### src/rtl/pipe_dmem_responder.sv
// pipe_dmem_responder: fixed-latency data-memory slave for the MEM stage; stalls the pipe until ready.
module pipe_dmem_responder #(
    parameter int DEPTH   = 32,
    parameter int LATENCY = 2
) (
    input  logic        clock,
    input  logic        resetn,
    input  logic        req,
    input  logic        we,
    input  logic [31:0] addr,
    input  logic [31:0] wdata,
    output logic [31:0] rdata,
    output logic        ready,
    output logic        stall,
    output logic        err
);
    localparam int AW = $clog2(DEPTH);

    typedef enum logic [1:0] {IDLE, WAIT, RESP} state_t;

    state_t            state;
    logic [3:0]        cnt;
    logic              we_q;
    logic              mis_q;
    logic [AW-1:0]     idx_q;
    logic [31:0]       wdata_q;
    logic [31:0]       mem [DEPTH];
    logic              done;
    logic              unused_addr;

    assign done        = (state == WAIT) && (cnt == 4'd0);
    assign stall       = ((state == IDLE) && req) || (state == WAIT);
    assign unused_addr = ^addr[31:AW+2];

    always_ff @(posedge clock) begin
        if (!resetn) begin
            state <= IDLE;
            cnt   <= 4'd0;
            ready <= 1'b0;
            err   <= 1'b0;
            rdata <= 32'd0;
        end else begin
            ready <= 1'b0;
            err   <= 1'b0;
            case (state)
                IDLE: if (req) begin
                    state   <= WAIT;
                    we_q    <= we;
                    idx_q   <= addr[AW+1:2];
                    wdata_q <= wdata;
                    mis_q   <= addr[1:0] != 2'd0;
                    cnt     <= 4'(LATENCY - 1);
                end
                WAIT: if (cnt == 4'd0) begin
                    state <= RESP;
                    ready <= 1'b1;
                    err   <= mis_q;
                    rdata <= (we_q || mis_q) ? 32'd0 : mem[idx_q];
                end else begin
                    cnt <= cnt - 4'd1;
                end
                default: state <= IDLE;
            endcase
        end
    end

    // gated by resetn so a reset landing on the completing edge discards the store
    always_ff @(posedge clock) begin
        if (resetn && done && we_q && !mis_q)
            mem[idx_q] <= wdata_q;
    end
endmodule

### config.mk
export PLATFORM = sky130hd
export DESIGN_NAME = pipe_dmem_responder
export DESIGN_NICKNAME = d
export VERILOG_FILES = /design/src/rtl/pipe_dmem_responder.sv
export SDC_FILE = /design/constraint.sdc
export NUM_CORES = 1
export LEC_CHECK = 0
export CAP_MARGIN = 20
export CORE_ASPECT_RATIO = 1.25
export CORE_MARGIN = 4
export CORE_UTILIZATION = 35
export CTS_BUF_LIST = sky130_fd_sc_hd__clkbuf_16
export CTS_CLUSTER_DIAMETER = 60
export CTS_CLUSTER_SIZE = 10
export DETAILED_ROUTE_END_ITERATION = 10
export PLACE_DENSITY = 0.47
export SLEW_MARGIN = 20
export SYNTH_ARGS = -nofsm -noshare
export SYNTH_HDL_FRONTEND = slang
export SYNTH_SLANG_ARGS = --single-unit
export TNS_END_PERCENT = 1
### constraint.sdc
create_clock -name clock -period 4.4 [get_ports clock]
set_clock_uncertainty 0.1 [all_clocks]
set_input_delay 1.1 -clock clock [delete_from_list [all_inputs] [get_ports clock]]
set_output_delay 1.1 -clock clock [all_outputs]
set_load 0.02 [all_outputs]
==> results.cfg <==
[run_status]
status = finished, final reports clean

[floorplanning]
initial_core_util_pct = 35.2
fp.dieArea_mm2 = 0.126
die_y_um = 396
dieWidth_um = 319
core_area_mm2 = 0.120
ios = 103
num_rows = 142

[synth]
synth.avg_cell_area_um2 = 21.1
synth_edf_count = 1063
netlist_area_mm2 = 0.0422
synthCells = 1998
ys.flop_type = edfxtp_1
ys_seq_area_share_pct = 77.8
async_reset_ff_share_pct = 0
ys_ff_latch = 1108
ys_warn_count = 0
synth_cell_types = 46
syn_nets = 2067

[timing]
period_needed_ns = 3.56
slew_headroom_pct = 28.5
rsz0062_at_grt = no
finalSetupTns_ns = 0
maxSlewViolCount = 0
min_period_over_period_pct = 80.8
holdWs_ns = 0.452
finalSetupViolations = 0
worst_pin_slew_ns = 1.07
hold_violations = 0
fmax_mhz = 281

[critical_path]
required_ns = 3.20
r2r_setup_slack_ns = 1.26
crit_start = req
r2r-start = cnt[0]
critPathMaxFanout = 2
critPathKind = input port to output pin
slowest_stage = clkdlybuf4s50_1
setup.worst_path.start_class = input port
crit_path_end_kind = output pin
arrival_ns = 2.36
r2r-end = mem[14][2]
worstPathCellList = clkdlybuf4s50_1, nor2_1, nor2_1, clkdlybuf4s50_1
r2r_cells = 8
max_stage_delay_ns = 0.63

[cts]
cts_setup_buffers = 0
cts_buffer_depth = 3
cts.htree.levels = 4
path_clk_slew_ns = 0.06
cts_made_buffers = 131
holdBufCountCts = 0
cts_root_buf = clkbuf_16
clock-sinks = 1108
cts_tree = built
ctsResizeCount = 0
clock_latency_ns = 0.74

[route]
drtIter0Drc = 1671
wl_per_cell_um = 28.9
dr.pass1.iters = 5
drc_errors = 0
routed_wl_um = 112000
final_antenna_net_count = 0
via_count = 20600
routed_via_density = 5.33

[cells_and_area]
nets = 2271
final_layout_size_suffix_gt1_share_pct = 26.0
final_common_cell = edfxtp_1
final_cell_mix = 1063 x edfxtp_1, 218 x mux4_2, 136 x clkbuf_16
syn_to_final_growth_pct = 17.6

[hold_path]
whs_path_depth = 2
hold_start = cnt[0]
hold_path.class = register to register
worstHoldEndpoint = cnt[0]

[flow_run]
cap_violations = 0

[global_routing]
grt_antenna_before_repair = 4
grt_usage_pct = 17.6
grt_pass1_wl_um = 160000
grt.overflow.total = 0
grt_max_degree = 75
grt_pass1_vias = 21800

[placed_design]
io_buffers = 77
hpwl_um = 65200
globalplace.congestion = 0.776

[power_and_ir_drop]
power_density_mw_per_mm2 = 457
peakVddDrop_mv = 0.367
p_leak_nw = 15.7
[through the flow]
step | area (um2) | power [mW] | instances | utilization (%) | setup WS (ns)
after floorplan | 42200 | 12.7 | 1998 | - | 0.540
after global routing | 49600 | 23.5 | 3868 | 41.4 | 0.815
after CTS | 49400 | 23.0 | 3852 | 41.2 | 0.836
after detailed placement | 45500 | 13.2 | 3638 | 38.0 | 0.844
final | 49600 | 22.7 | 3868 | 41.4 | 0.844
after global placement | 45500 | 13.2 | 3638 | 38.0 | 0.765
[state kept, by name (all words and copies together) (netlist names), named ones only]
name,count
cnt,4
err,1
idx_q,5
mem,1024
mis_q,1
rdata,32
ready,1
state,2
wdata_q,32
we_q,1
[worst max-delay path, delay by kind of cell]
kind                   cells  cell delay (ns)
and+or+nand+nor            2             0.14
buffers and inverters      2             1.11
[synthesized netlist by cell type (5+ instances only)]
| cell type | instances | area [um2] |
|---|---|---|
| edfxtp_1 | 1063 | 31900 |
| buf_1 | 6 | 22.5 |
| a21oi_1 | 15 | 75.1 |
| a22o_1 | 12 | 105 |
| o21ai_1 | 5 | 25.0 |
| mux4_2 | 218 | 4910 |
| a221oi_1 | 22 | 193 |
| clkbuf_1 | 51 | 191 |
| buf_2 | 31 | 155 |
| o21ai_0 | 54 | 270 |
| a32oi_1 | 19 | 166 |
| a21boi_0 | 6 | 45.0 |
| or2_2 | 6 | 37.5 |
| buf_4 | 13 | 97.6 |
| buf_6 | 6 | 67.6 |
| mux2i_1 | 90 | 901 |
| mux2_2 | 63 | 709 |
| nor2_1 | 66 | 248 |
| and3_1 | 5 | 31.3 |
| o22ai_1 | 25 | 156 |
| nor2b_1 | 5 | 31.3 |
| a22oi_1 | 5 | 37.5 |
| a41oi_1 | 25 | 219 |
| dfxtp_1 | 45 | 901 |
| nand2_1 | 107 | 402 |
| a221oi_2 | 5 | 75.1 |
[worst max-delay path by stage]
| stage | end | cells past startpoint |
|---|---|---|
| 5_1_grt | stall | 4 |
| 3_3_place_gp | stall | 4 |
| 6_report | stall | 4 |
| 4_1_cts | stall | 4 |
| 3_5_place_dp | stall | 4 |
| 2_1_floorplan | mem[28][0] | 5 |
[where the power goes]
part / internal [mW] / switching (mW)
sequential: 11.6 / 0.143
clock: 5.65 / 4.09
combinational: 0.558 / 0.673
[cells by family (layout without fill, tap and decap cells)]
| logic type | count (synthesis) | after routing | synth area share (%) |
|---|---|---|---|
| flip-flops | 1108 | 1108 | 77.8 |
| other | 0 | 1 | 0 |
| AO/OA/AOI/OAI | 194 | 194 | 3.26 |
| AND/OR/NAND/NOR | 211 | 211 | 2.16 |
| multiplexers | 371 | 371 | 15.4 |
| XOR/XNOR | 2 | 2 | 0.0415 |
| buffers and inverters | 111 | 396 | 1.30 |
| adder cells (fa/ha/maj) | 1 | 1 | 0.0296 |
[per-layer routing]
layer,vias up,global-route usage [%],wire [um]
li1,8750,-,-
met1,11100,23.1,47300
met2,548,30.3,56800
met3,174,2.85,4790
met4,0,5.36,2970
met5,-,0,0
[layout make-up]
class                      instances  area, um2
fill                           10600      70100
sequential                      1108      32800
multi-input combinational        779       9110
clock buffer                     136       3400
tap                             1584       1980
timing repair buffer             179       1840
clock inverter                    78        433
inverter                           3       11.3
antenna                            1       2.50
(Power assumes the default switching activity.)
